$ cat src/rtl/alu_calc_seq_if.sv
// Calculator core bus: debounced buttons and switches in,
// captured operands, mode and registered ALU result out.
interface alu_calc_seq_if #(
    parameter int WIDTH = 8
);
    logic             enter;
    logic             sign;
    logic             chain;
    logic             clear;
    logic [WIDTH-1:0] sw_in;
    logic [WIDTH-1:0] A;
    logic [WIDTH-1:0] B;
    logic [1:0]       state;
    logic [2:0]       op;
    logic             signed_md;
    logic [WIDTH-1:0] result;
    logic [WIDTH-1:0] magnitude;
    logic             neg;
    logic             overflow;
    logic             upd;

    modport master (
        output enter, sign, chain, clear, sw_in,
        input  A, B, state, op, signed_md,
        input  result, magnitude, neg, overflow, upd
    );

    modport slave (
        input  enter, sign, chain, clear, sw_in,
        output A, B, state, op, signed_md,
        output result, magnitude, neg, overflow, upd
    );
endinterface

$ cat src/rtl/alu_calc_seq.sv
// Sequential calculator core: operand entry FSM, op select,
// signed/unsigned mode, chaining and a registered ALU result.
module alu_calc_seq #(
    parameter int WIDTH    = 8,
    parameter int CHAIN_EN = 1
) (
    input logic           clk,
    input logic           rst_n,
    alu_calc_seq_if.slave bus
);
    typedef enum logic [1:0] {
        S_A   = 2'd0,
        S_B   = 2'd1,
        S_RES = 2'd2
    } state_t;

    typedef enum logic [2:0] {
        OP_ADD = 3'd0,
        OP_SUB = 3'd1,
        OP_AND = 3'd2,
        OP_OR  = 3'd3,
        OP_XOR = 3'd4
    } op_t;

    localparam logic CHAIN_ON = (CHAIN_EN != 0);

    state_t           state_q, state_d;
    op_t              op_q, op_d;
    logic [WIDTH-1:0] a_q, a_d;
    logic [WIDTH-1:0] b_q, b_d;
    logic             sgn_q;
    logic [WIDTH-1:0] res_q, mag_q;
    logic             neg_q, ovf_q;
    logic             ev_q, upd_q;

    logic [3:0]       in_now, in_q, edg;
    logic             armed;
    logic             ev_clr, ev_ent, ev_chn, ev_sgn, ev_any;

    logic [WIDTH:0]   sum, dif;
    logic [WIDTH-1:0] r;
    logic             ovf;
    logic             neg_d;
    logic [WIDTH-1:0] mag_d;

    assign in_now = {bus.clear, bus.chain, bus.sign, bus.enter};

    // armed stays low for one cycle after reset so a held
    // button is absorbed into in_q instead of firing.
    assign edg = in_now & ~in_q & {4{armed}};

    assign ev_clr = edg[3];
    assign ev_ent = edg[0] & ~ev_clr;
    assign ev_chn = edg[2] & CHAIN_ON & ~ev_clr & ~edg[0]
                  & (state_q == S_RES);
    assign ev_sgn = edg[1];
    assign ev_any = ev_clr | ev_ent | ev_chn | ev_sgn;

    // Button history and post-reset arming.
    always_ff @(posedge clk or negedge rst_n) begin
        if (!rst_n) begin
            in_q  <= '0;
            armed <= 1'b0;
        end else begin
            in_q  <= in_now;
            armed <= 1'b1;
        end
    end

    // Next state, operand capture and op stepping.
    always_comb begin
        state_d = state_q;
        a_d     = a_q;
        b_d     = b_q;
        op_d    = op_q;
        if (ev_clr) begin
            state_d = S_A;
        end else begin
            unique case (state_q)
                S_A: begin
                    if (ev_ent) begin
                        a_d     = bus.sw_in;
                        state_d = S_B;
                    end
                end
                S_B: begin
                    if (ev_ent) begin
                        b_d     = bus.sw_in;
                        op_d    = OP_ADD;
                        state_d = S_RES;
                    end
                end
                S_RES: begin
                    if (ev_ent) begin
                        op_d = (op_q == OP_XOR) ? OP_ADD
                             : op_t'(op_q + 3'd1);
                    end else if (ev_chn) begin
                        a_d     = res_q;
                        state_d = S_B;
                    end
                end
                default: state_d = S_A;
            endcase
        end
    end

    // FSM state, operands, op and mode registers.
    always_ff @(posedge clk or negedge rst_n) begin
        if (!rst_n) begin
            state_q <= S_A;
            a_q     <= '0;
            b_q     <= '0;
            op_q    <= OP_ADD;
            sgn_q   <= 1'b0;
        end else begin
            state_q <= state_d;
            a_q     <= a_d;
            b_q     <= b_d;
            op_q    <= op_d;
            if (ev_sgn) begin
                sgn_q <= ~sgn_q;
            end
        end
    end

    assign sum = {1'b0, a_q} + {1'b0, b_q};
    assign dif = {1'b0, a_q} - {1'b0, b_q};

    // ALU on the registered operands; the result register
    // therefore lags any operand/op/mode change by one edge.
    always_comb begin
        r   = '0;
        ovf = 1'b0;
        unique case (op_q)
            OP_ADD: begin
                r   = sum[WIDTH-1:0];
                ovf = sgn_q
                    ? ((a_q[WIDTH-1] == b_q[WIDTH-1])
                       & (r[WIDTH-1] != a_q[WIDTH-1]))
                    : sum[WIDTH];
            end
            OP_SUB: begin
                r   = dif[WIDTH-1:0];
                ovf = sgn_q
                    ? ((a_q[WIDTH-1] != b_q[WIDTH-1])
                       & (r[WIDTH-1] != a_q[WIDTH-1]))
                    : dif[WIDTH];
            end
            OP_AND: r = a_q & b_q;
            OP_OR:  r = a_q | b_q;
            OP_XOR: r = a_q ^ b_q;
            default: begin
                r   = '0;
                ovf = 1'b0;
            end
        endcase
    end

    assign neg_d = sgn_q & r[WIDTH-1];
    assign mag_d = neg_d ? ({WIDTH{1'b0}} - r) : r;

    // Result registers, and update strobe one edge after an event.
    always_ff @(posedge clk or negedge rst_n) begin
        if (!rst_n) begin
            res_q <= '0;
            mag_q <= '0;
            neg_q <= 1'b0;
            ovf_q <= 1'b0;
            ev_q  <= 1'b0;
            upd_q <= 1'b0;
        end else begin
            res_q <= r;
            mag_q <= mag_d;
            neg_q <= neg_d;
            ovf_q <= ovf;
            ev_q  <= ev_any;
            upd_q <= ev_q;
        end
    end

    assign bus.A         = a_q;
    assign bus.B         = b_q;
    assign bus.state     = state_q;
    assign bus.op        = op_q;
    assign bus.signed_md = sgn_q;
    assign bus.result    = res_q;
    assign bus.magnitude = mag_q;
    assign bus.neg       = neg_q;
    assign bus.overflow  = ovf_q;
    assign bus.upd       = upd_q;
endmodule

$ cat src/flat_wrapper.sv
// flat-port wrapper written by rule: the top's interface ports become plain ports
module alu_calc_seq_flat 
#(
    parameter int WIDTH    = 8,
    parameter int CHAIN_EN = 1
)
  (clk, rst_n, bus_enter, bus_sign, bus_chain, bus_clear, bus_sw_in, bus_A, bus_B, bus_state, bus_op, bus_signed_md, bus_result, bus_magnitude, bus_neg, bus_overflow, bus_upd);
  alu_calc_seq_if #(.WIDTH(WIDTH)) bus_i ();
  input logic clk;
  input logic rst_n;
  input wire logic [$bits(bus_i.enter)-1:0] bus_enter;
  input wire logic [$bits(bus_i.sign)-1:0] bus_sign;
  input wire logic [$bits(bus_i.chain)-1:0] bus_chain;
  input wire logic [$bits(bus_i.clear)-1:0] bus_clear;
  input wire logic [$bits(bus_i.sw_in)-1:0] bus_sw_in;
  output wire logic [$bits(bus_i.A)-1:0] bus_A;
  output wire logic [$bits(bus_i.B)-1:0] bus_B;
  output wire logic [$bits(bus_i.state)-1:0] bus_state;
  output wire logic [$bits(bus_i.op)-1:0] bus_op;
  output wire logic [$bits(bus_i.signed_md)-1:0] bus_signed_md;
  output wire logic [$bits(bus_i.result)-1:0] bus_result;
  output wire logic [$bits(bus_i.magnitude)-1:0] bus_magnitude;
  output wire logic [$bits(bus_i.neg)-1:0] bus_neg;
  output wire logic [$bits(bus_i.overflow)-1:0] bus_overflow;
  output wire logic [$bits(bus_i.upd)-1:0] bus_upd;
  assign bus_i.enter = bus_enter;
  assign bus_i.sign = bus_sign;
  assign bus_i.chain = bus_chain;
  assign bus_i.clear = bus_clear;
  assign bus_i.sw_in = bus_sw_in;
  assign bus_A = bus_i.A;
  assign bus_B = bus_i.B;
  assign bus_state = bus_i.state;
  assign bus_op = bus_i.op;
  assign bus_signed_md = bus_i.signed_md;
  assign bus_result = bus_i.result;
  assign bus_magnitude = bus_i.magnitude;
  assign bus_neg = bus_i.neg;
  assign bus_overflow = bus_i.overflow;
  assign bus_upd = bus_i.upd;
  alu_calc_seq #(.WIDTH(WIDTH), .CHAIN_EN(CHAIN_EN)) u_core (.clk(clk), .rst_n(rst_n), .bus(bus_i));
endmodule
$ cat config.mk
export PLATFORM = sky130hd
export DESIGN_NAME = alu_calc_seq_flat
export DESIGN_NICKNAME = d
export VERILOG_FILES = /design/src/rtl/alu_calc_seq_if.sv /design/src/rtl/alu_calc_seq.sv /design/src/flat_wrapper.sv
export SDC_FILE = /design/constraint.sdc
export NUM_CORES = 1
export LEC_CHECK = 0
export BUFFER_PORTS_ARGS = -buffer_cell sky130_fd_sc_hd__buf_2
export CORE_ASPECT_RATIO = 0.5
export CORE_MARGIN = 2
export CORE_UTILIZATION = 40
export CTS_BUF_LIST = sky130_fd_sc_hd__clkbuf_8
export CTS_CLUSTER_DIAMETER = 80
export DETAILED_ROUTE_END_ITERATION = 7
export SLEW_MARGIN = 10
export SYNTH_ARGS = -nofsm -noshare
export SYNTH_HDL_FRONTEND = slang
export SYNTH_SLANG_ARGS = --single-unit
$ cat constraint.sdc
create_clock -name clk -period 2.39 [get_ports clk]
set_input_delay 0.478 -clock clk [delete_from_list [all_inputs] [get_ports clk]]
set_output_delay 0.478 -clock clk [all_outputs]
set_load 0.02 [all_outputs]
---- After elaboration in Yosys (flattened, before gate mapping) ----
Index checks and enable logic that the tools add are counted.
storage, ports and cells
  logic and storage cells ................. 82
  ROM bits ................................ 0
  flip-flop bits (word level) ............. 47
  output and inout port bits .............. 41
  latch bits .............................. 0
  memories kept ........................... 0
  memory bits (writable) .................. 0
cells by class
  $add $sub $neg .......................... 4
  multipliers ............................. 0
  multiplexer cells ....................... 19
  shifts and indexed selects .............. 0
  div/mod/pow operators ................... 0
  order comparisons ....................... 0
  reduce and logical (&&, ||, !) cells .... 8
  bitwise logic cells ..................... 19
  equal/unequal tests ..................... 19
operator list
  kind                                             count
  case mux 8 bit (5 select lines)                  1
  two-way mux 8 bit                                4
  case mux 8 bit (2 select lines)                  1
  two-way mux 2 bit                                5
  adder 8 x 8 -> 9 bit                             1
  two-way mux 3 bit                                3
  != test 3 x 1 -> 1 bit, second input constant    3
  subtractor 8 x 8 -> 9 bit                        1
  bitwise AND 4 bit                                2
  bitwise AND 8 bit                                1
  != test 2 x 1 -> 1 bit, second input constant    4
  OR 8 bit                                         1
  AND reduction 4 bit                              2
  subtractor 1 x 8 -> 8 bit, first input constant  1
  bitwise XOR 8 bit                                1
  bitwise AND 1 bit                                7
  == test 3 x 2 -> 1 bit, second input constant    2
  case mux 2 bit (3 select lines)                  1
  case mux 3 bit (2 select lines)                  1
  AND reduction 5 bit                              1
  NOT 4 bit                                        1
  nonzero test 2 bit                               2
  adder 3 x 1 -> 3 bit, second input constant      1
  == test 3 x 1 -> 1 bit, second input constant    1
  14 further kinds                                 21

---- Depth between registers and ports, before layout ----
Gate-level depths: netlist of the first run.
  depth in word-level cells ............... 11
  depth in mapped cells ................... 10
  depth with buffers taken out ............ 10

---- Worst setup path after synthesis of the first run ----
OpenSTA, ideal clock, no wires.
  kind .................................... register -> register
  start ................................... register u_core.b_q[0], in the netlist u_core.bus.B[0]
  end ..................................... register u_core.mag_q[7], in the netlist u_core.bus.magnitude[7]
  data required time ...................... 2.317 ns
  cell stages (with the launch flop) ...... 11
  period minus slack after synthesis ...... 2.649 ns
  path slack .............................. -0.259 ns
  arrival ................................. 2.576 ns
  path buffers ............................ 0
  setup time .............................. 0.073 ns
  path through ............................ dfrtp_1 -> ha_1 -> inv_1 -> fa_1 -> nand2b_1 -> a211oi_1 -> mux2_2 -> o211ai_1 -> or3_1 -> o31a_1 -> a21oi_2
between the ends
  cells in the longest elaborated chain, start to end .. 4
  elaborated cells on any way between the ends .. 9
  classes of those cells .................. add/sub (3); mux (2); bitwise (4)
ends and longest elaborated chain
  element                                                            RTL line                                  text
  start: declaration                                                 alu_calc_seq.sv:30                        logic [WIDTH-1:0] b_q, b_d;
  start signal: assignment                                           alu_calc_seq.sv:112                       b_q <= '0;
  start signal: assignment                                           alu_calc_seq.sv:118                       b_q <= b_d;
  subtractor 8 x 8 -> 9 bit or adder 8 x 8 -> 9 bit (tied branches)  alu_calc_seq.sv:127, alu_calc_seq.sv:126
  case mux 8 bit (5 select lines) *                                  alu_calc_seq.sv:134                       unique case (op_q)
  named net u_core.r[4]                                              alu_calc_seq.sv:41                        logic [WIDTH-1:0] r;
  subtractor 1 x 8 -> 8 bit *                                        alu_calc_seq.sv:160                       assign mag_d = neg_d ? ({WIDTH{1'b0}} - r) : r;
  two-way mux 8 bit *                                                alu_calc_seq.sv:160
  named net u_core.mag_d[7]                                          alu_calc_seq.sv:44                        logic [WIDTH-1:0] mag_d;
  end signal: assignment                                             alu_calc_seq.sv:173                       mag_q <= mag_d;
  end: declaration                                                   alu_calc_seq.sv:32                        logic [WIDTH-1:0] res_q, mag_q;
The timed path passes the listed nets; every way through them passes the cells marked *.
A chain may end at the register's enable or synchronous reset.

---- Worst setup path after layout of the first run ----
  start ................................... register u_core.b_q[0], in the netlist u_core.bus.B[0]
  end ..................................... register u_core.mag_q[7], in the netlist u_core.bus.magnitude[7]
between the ends
  cells in the longest elaborated chain, start to end .. 4
  elaborated cells on any way between the ends .. 9
  classes of those cells .................. add/sub (3); mux (2); bitwise (4)
ends and longest elaborated chain
  element                                                         RTL line                                  text
  subtractor 8 x 8 -> 9 bit, or another cell as far along         alu_calc_seq.sv:127                       assign dif = {1'b0, a_q} - {1'b0, b_q};
  case mux 8 bit (5 select lines) *                               alu_calc_seq.sv:134
  subtractor 1 x 8 -> 8 bit or bitwise AND 1 bit (tied branches)  alu_calc_seq.sv:160, alu_calc_seq.sv:159
  two-way mux 8 bit *                                             alu_calc_seq.sv:160
  named net u_core.mag_d[7]                                       alu_calc_seq.sv:44
Marked as above.

==> results.md, run 1 <==
- Cell Rows: 22
- Max-slew violation total from the final report: 0
- WP data arrival: 2.77 ns
- Area added between synthesis and finish: 40.9%
- Most frequently used flop master after synthesis: sky130_fd_sc_hd__dfrtp_1
- Failing checks: setup timing
- R2r endpoint: u_core.bus.magnitude[7]$_DFF_PN0_
- GR Util All Layers: 21.8%
- Wire length of the first global-routing pass: 14100 um
- Post-placement cell count: 528
- Slew Limit Headroom: 63.7%
- Worst min path class: input port to flip-flop
- Minimum setup slack after placement: -0.223 ns
- Register Area: 1160 um2
- Kind of start point of the critical path: flip-flop
- CTS buffer count: 5
- Start-to-end type of the worst setup path: flip-flop to flip-flop
- Share of flip-flops with an asynchronous set or reset: 100%
- Final Cycle Share: 106%
- Worst min-delay path startpoint: bus_clear
- Reg2Reg Launch Point: u_core.bus.B[0]$_DFFE_PN0P_
- Maximum number of buffers from clock root to sink: 2
- Setup repair after global routing missed its margin: yes
- Number of cells on the worst reg-to-reg path: 9
- Gp weighted congestion: 0.886
- Sequential share of the synthesized area: 37.0%
- Final setup viols: 6
- Number of filler cells placed in the layout: 636
- Core Area: 7430 um2
- Start point of the critical path: u_core.bus.B[0]$_DFFE_PN0P_
- Least-Margin Pin Slew: 0.544 ns
- Die area: 8540 um2
- I/O Pins: 55
- Cell chosen for the clock root: sky130_fd_sc_hd__clkbuf_8
- Antenna violations before repair: 0
- Count of buffers from port buffering: 54
- Die span in y: 66.3 um
- Cells traversed along the worst timing path: ha_4 > fa_2 > nand2b_4 > a31oi_4 > nor3_2 > nand3_1 > or3_4 > o31a_1 > a21oi_2
- Number of nets with antenna violations after detailed routing: 0
- Area of the multi-input gates: 2050 um2
- Leading post-synthesis cells by cell area: sky130_fd_sc_hd__dfrtp_1 (37%), sky130_fd_sc_hd__ha_1 (14%), sky130_fd_sc_hd__inv_1 (4.1%), sky130_fd_sc_hd__o21ai_0 (3.7%), sky130_fd_sc_hd__mux2_2 (3.6%)
- Capturing element type of the critical path: flip-flop
- Max-cap viol count: 0
- DRC violations left: 0
- Netlist Area Pre-Place: 3110 um2
- Layout cell share with drive strength beyond 1: 44.0%
- Worst Path Max Fanout: 4
- Detailed-routing iteration count for the pre-antenna-repair pass: 4
- Final hold violation count: 0
- Clock insertion delay at the later pin of the skew report: 0.32 ns
- Effective utilization at floorplan: 41.8%
- Number of synthesized flops with an enable pin: 0
- Final cell count without fillers: 544
- Ys Warns: 0
- CTS sink cnt: 46
- Final min period: 2.52 ns
- Chip Width: 129 um
- Initial drt markers: 170
- Estimated wirelength of the detail-placed design: 6600 um
- Post-Syn Nets: 377
- Final wirelength: 9170 um
- Maximum frequency from static timing analysis: 396 MHz
- Core Util, Final: 59.0%
- Slowest CP cell: sky130_fd_sc_hd__fa_2
- Worst R2R Setup Slack: -0.13 ns
- Flip-flop and latch count after synthesis: 46
- Nets: 497
- Total grt overflow: 0
- Routed vias/inst: 5.30
- Synth Instances: 327
- Cell variety after synth: 57
- Average detailed-routed wire length per instance: 16.9 um
- CP peak stage delay: 0.51 ns
- Total number of vias: 2883
- Worst endpoint required time: 2.64 ns
- H-tree levels: 2
- Vias in the first global route: 2806
- Top cell family by delay on the critical path: simple AND/OR/NAND/NOR gates
- Most common cell in the synthesized netlist: sky130_fd_sc_hd__dfrtp_1
- Crit. path cell count: 9
- Buffering stage count on the worst path with inverters included: 0
- Status: complete, but fails checks
- Synth area leader: sky130_fd_sc_hd__dfrtp_1
- TritonCTS clock tree: done
- Clock slew at reported path FFs: 0.10 ns
- Syn avg cell area: 9.51 um2
- Diode count: 0
- Final critical-path setup slack: -0.134 ns
- Setup clock skew after layout: 0.0124 ns
- Top cells by count, synth: sky130_fd_sc_hd__dfrtp_1 (46), sky130_fd_sc_hd__ha_1 (34), sky130_fd_sc_hd__inv_1 (34)
- Total negative slack: -0.352 ns
- Proportion of netlist area held by the largest area contributor: 37.0%
- CP Capture Point: u_core.bus.magnitude[7]$_DFF_PN0_
- Pin count of the biggest net entering global routing: 38
## repair_timing
| action | 4_1_cts | 5_1_grt |
|---|---|---|
| hold buffers | 1 | 0 |
| pin swaps | 7 | 15 |
| endpoints found under the setup margin | 10 | 7 |
| setup buffers | 1 | 6 |
| hold endpoints to repair | 1 | 0 |
| resized for setup | 15 | 32 |
## state kept, by name (all words and copies together), names as in the netlist
signal / cells
u_core.bus.magnitude: 7
u_core.bus.op: 3
u_core.bus.B: 8
u_core.bus.overflow: 1
u_core.bus.A: 8
u_core.bus.signed_md: 1
u_core.bus.neg: 1
u_core.ev_q: 1
u_core.in_q: 4
u_core.bus.state: 2
u_core.bus.upd: 1
u_core.armed: 1
u_core.bus.result: 8
## cells in the final DEF (no fill, tap or decap), types with 3 or more instances in the layout
master,synthesis,final
sky130_fd_sc_hd__mux2i_1,8,8
sky130_fd_sc_hd__buf_2,3,54
sky130_fd_sc_hd__a31oi_4,0,3
sky130_fd_sc_hd__inv_2,0,4
sky130_fd_sc_hd__o211ai_1,3,3
sky130_fd_sc_hd__o21ai_0,23,23
sky130_fd_sc_hd__a21oi_1,10,9
sky130_fd_sc_hd__a21o_1,5,5
sky130_fd_sc_hd__nand2_1,27,25
sky130_fd_sc_hd__inv_1,34,29
sky130_fd_sc_hd__a22o_1,3,3
sky130_fd_sc_hd__dfrtp_2,0,8
sky130_fd_sc_hd__ha_4,0,6
sky130_fd_sc_hd__clkbuf_8,0,5
sky130_fd_sc_hd__ha_1,34,24
sky130_fd_sc_hd__dfrtp_1,46,38
sky130_fd_sc_hd__ha_2,0,4
sky130_fd_sc_hd__o31ai_1,6,5
sky130_fd_sc_hd__buf_4,1,71
sky130_fd_sc_hd__xnor2_1,11,10
sky130_fd_sc_hd__nand3b_1,5,5
sky130_fd_sc_hd__mux2_2,10,9
sky130_fd_sc_hd__a2bb2oi_1,3,3
sky130_fd_sc_hd__nand3_1,8,6
sky130_fd_sc_hd__nor2_1,19,18
sky130_fd_sc_hd__nand2b_1,6,3
sky130_fd_sc_hd__nand2b_4,0,3
## metrics by stage
step	instance area [um2]	hold slack, ns
floorplan	3170	0.182
global placement	3970	0.339
detailed placement	3970	0.345
CTS	4150	0.269
global route	4380	0.264
finish	4380	0.280
## logic make-up after synthesis
family	synth area share [%]
AO/OA/AOI/OAI	19.0
adder cells (fa/ha/maj)	15.0
AND/OR/NAND/NOR	12.8
XOR/XNOR	3.38
multiplexers	6.20
buffers and inverters	6.52
other	0.121
flip-flops	37.0
## how the worst min path moves through the flow
stage,to,cells past startpoint
after floorplan,u_core.armed$_DFF_PN0_,0
after global placement,u_core.bus.upd$_DFF_PN0_,0
after detailed placement,u_core.bus.upd$_DFF_PN0_,0
after CTS,u_core.in_q[1]$_DFF_PN0_,1
after global routing,u_core.in_q[1]$_DFF_PN0_,1
final,u_core.in_q[3]$_DFF_PN0_,1
## layer usage
layer / GRT usage (%) / wire, um / up-vias
met5: 0 / 0 / -
li1: - / - / 1388
met4: 5.57 / 97 / 0
met1: 30.7 / 4350 / 1385
met2: 33.3 / 4030 / 100
met3: 5.91 / 693 / 10
## area by class of cell
| cell class | instances | area share, % |
|---|---|---|
| well taps | 96 | 2.74 |
| clock inverters | 3 | 0.571 |
| flip-flops and latches | 46 | 26.5 |
| inverters | 34 | 2.97 |
| clock buffers | 5 | 1.57 |
| multi-input cells | 233 | 46.8 |
| repair buffers | 127 | 18.8 |
Power of run 1 is not shown: default switching activity piles up to over one toggle a cycle in this logic, so the estimate is an artifact.
==> inputs of run 2 (changes only) <==
--- a/config.mk
+++ b/config.mk
@@ -8,10 +8,11 @@
 export BUFFER_PORTS_ARGS = -buffer_cell sky130_fd_sc_hd__buf_2
 export CORE_ASPECT_RATIO = 0.5
 export CORE_MARGIN = 2
-export CORE_UTILIZATION = 40
+export CORE_UTILIZATION = 50
 export CTS_BUF_LIST = sky130_fd_sc_hd__clkbuf_8
 export CTS_CLUSTER_DIAMETER = 80
 export DETAILED_ROUTE_END_ITERATION = 7
+export PLACE_DENSITY = 0.73
 export SLEW_MARGIN = 10
 export SYNTH_ARGS = -nofsm -noshare
 export SYNTH_HDL_FRONTEND = slang
==> constraint.sdc (replaced) <==
create_clock -name clk -period 3 [get_ports clk]
set_input_delay 0.6 -clock clk [delete_from_list [all_inputs] [get_ports clk]]
set_output_delay 0.6 -clock clk [all_outputs]
set_load 0.02 [all_outputs]
==> run 2 against run 1 <==
Die area shrank 19%. Via count is 6.0% lower. Sequential cell count did not move. The flow now finishes without violations. Clock-buffer cell count unchanged. Routed wire length shrank 12%. Design area decreased by 17%. Critical path type unchanged. Global-route usage increased by 3.0 points. Non-clock buffer count is 60 lower. Hold slack improved by 0.077 ns. Highest routed layer unchanged. Worst setup slack better by 0.33 ns. Clock skew is 0.0045 ns lower. Register-to-register slack better by 0.33 ns.
==> results.md, run 2 (synthesis gave the netlist of run 1 again) <==
- Final wirelength: 8070 um
- Post-cts hold buffer count: 0
- Average detailed-routed wire length per instance: 16.9 um
- Kind of start point of the critical path: flip-flop
- Die area: 6900 um2
- Cell Rows: 20
- I/O Pins: 55
- Total negative slack: 0 ns
- Capturing element type of the critical path: flip-flop
- Maximum frequency from static timing analysis: 357 MHz
- Detailed-routing iteration count for the pre-antenna-repair pass: 5
- Cell chosen for the clock root: sky130_fd_sc_hd__clkbuf_8
- Diode count: 0
- Antenna violations before repair: 0
- Final setup viols: 0
- Chip Width: 116 um
- Count of buffers from port buffering: 54
- Slew Limit Headroom: 30.8%
- Setup repair after global routing missed its margin: no
- Final min period: 2.80 ns
- Worst Path Max Fanout: 8
- Die span in y: 59.8 um
- Minimum setup slack after placement: 0.279 ns
- Max-cap viol count: 0
- Worst endpoint required time: 3.19 ns
- Total number of vias: 2710
- Pin count of the biggest net entering global routing: 47
- Final hold violation count: 0
- Area added between synthesis and finish: 16.6%
- Worst R2R Setup Slack: 0.20 ns
- Status: finished clean
- Estimated wirelength of the detail-placed design: 6170 um
- Final critical-path setup slack: 0.200 ns
- Core Util, Final: 60.1%
- Clock insertion delay at the later pin of the skew report: 0.31 ns
- Core Area: 6030 um2
- CTS sink cnt: 46
- Maximum number of buffers from clock root to sink: 2
- Wire length of the first global-routing pass: 13100 um
- Total grt overflow: 0
- Effective utilization at floorplan: 51.6%
- Placement-stage cell area: 3510 um2
- Max-slew violation total from the final report: 0
- CP peak stage delay: 0.52 ns
- Initial drt markers: 166
- Most used cells in the layout excluding fill and tap cells: sky130_fd_sc_hd__buf_2 (54), sky130_fd_sc_hd__dfrtp_1 (46), sky130_fd_sc_hd__inv_1 (34), sky130_fd_sc_hd__ha_1 (34), sky130_fd_sc_hd__nand2_1 (27)
- Number of nets with antenna violations after detailed routing: 0
- Number of filler cells placed in the layout: 523
- Nets: 437
- Layout cell share with drive strength beyond 1: 22.4%
- Number of cells on the worst reg-to-reg path: 8
- Leading cell type in the layout, fill and taps excluded: sky130_fd_sc_hd__buf_2
- Gp weighted congestion: 0.932
- Worst hold path depth: 0
- Slowest CP cell: sky130_fd_sc_hd__o31ai_1
- Vias in the first global route: 2601
- GR Util All Layers: 24.8%
- Final Instance Area: 3620 um2
- Register Area: 1150 um2
- DRC violations left: 0
- Setup clock skew after layout: 0.00792 ns
- Routed vias/inst: 5.69
- CTS buffer count: 5
- Post-CTS sizing: 0
- Area of the multi-input gates: 1760 um2
- Least-Margin Pin Slew: 1.04 ns
- TritonCTS clock tree: done
- H-tree levels: 2
- Start-to-end type of the worst setup path: flip-flop to flip-flop
- Setup Fix Bufs, Post-CTS: 0
- WP data arrival: 2.99 ns
- Worst min path class: flip-flop to flip-flop
- Clock slew at reported path FFs: 0.09 ns
- Cells traversed along the worst timing path: inv_1 > ha_1 > o21a_1 > a31oi_1 > o31ai_1 > nand4_1 > nand3_1 > mux2_2
- Final Cycle Share: 93.3%
==> run 2: path summary, 6_finish.rpt <==
check	from	end
hold reg to reg	u_core.ev_q$_DFF_PN0_	u_core.bus.upd$_DFF_PN0_
min in group asynchronous	rst_n	u_core.bus.A[2]$_DFFE_PN0P_
hold / removal	u_core.ev_q$_DFF_PN0_	u_core.bus.upd$_DFF_PN0_
max in group asynchronous	rst_n	u_core.bus.neg$_DFF_PN0_
setup / recovery	u_core.bus.B[2]$_DFFE_PN0P_	u_core.bus.magnitude[1]$_DFF_PN0_
setup reg to reg	u_core.bus.B[2]$_DFFE_PN0P_	u_core.bus.magnitude[1]$_DFF_PN0_
==> run 2: layout make-up <==
cell class                 instances  share of cell area [%]
multi-input combinational        233                    48.4
sequential                        46                    31.8
timing repair buffer              67                    10.1
inverter                          34                    3.52
tap                               88                    3.04
clock buffer                       5                    1.90
clock inverter                     3                    1.21
==> run 2: critical path, delay by kind of cell, from the launching register on <==
| family | cells | cell delay [ns] |
|---|---|---|
| simple gates | 2 | 0.46 |
| fa+ha+maj | 1 | 0.44 |
| buf+inv | 1 | 0.09 |
| compound gates | 3 | 0.90 |
| flops | 1 | 0.43 |
| mux | 1 | 0.38 |
==> run 2: per-stage QoR <==
stage                     hold slack [ns]  std cells
after global placement              0.335        468
after detailed placement            0.339        468
after global routing                0.381        476
after CTS                           0.360        476
final                               0.357        476
after floorplan                     0.304        327
==> run 2: layer usage <==
metal	part of all wire [%]	wire, um	vias up	global-route usage [%]
met4	1.3	106	0	4.48
met3	8.1	653	11	5.07
met5	0	0	-	0
met2	44	3560	115	38.3
met1	46	3740	1321	36.6
li1	-	-	1263	-
Power of run 2 is left out for the same reason.
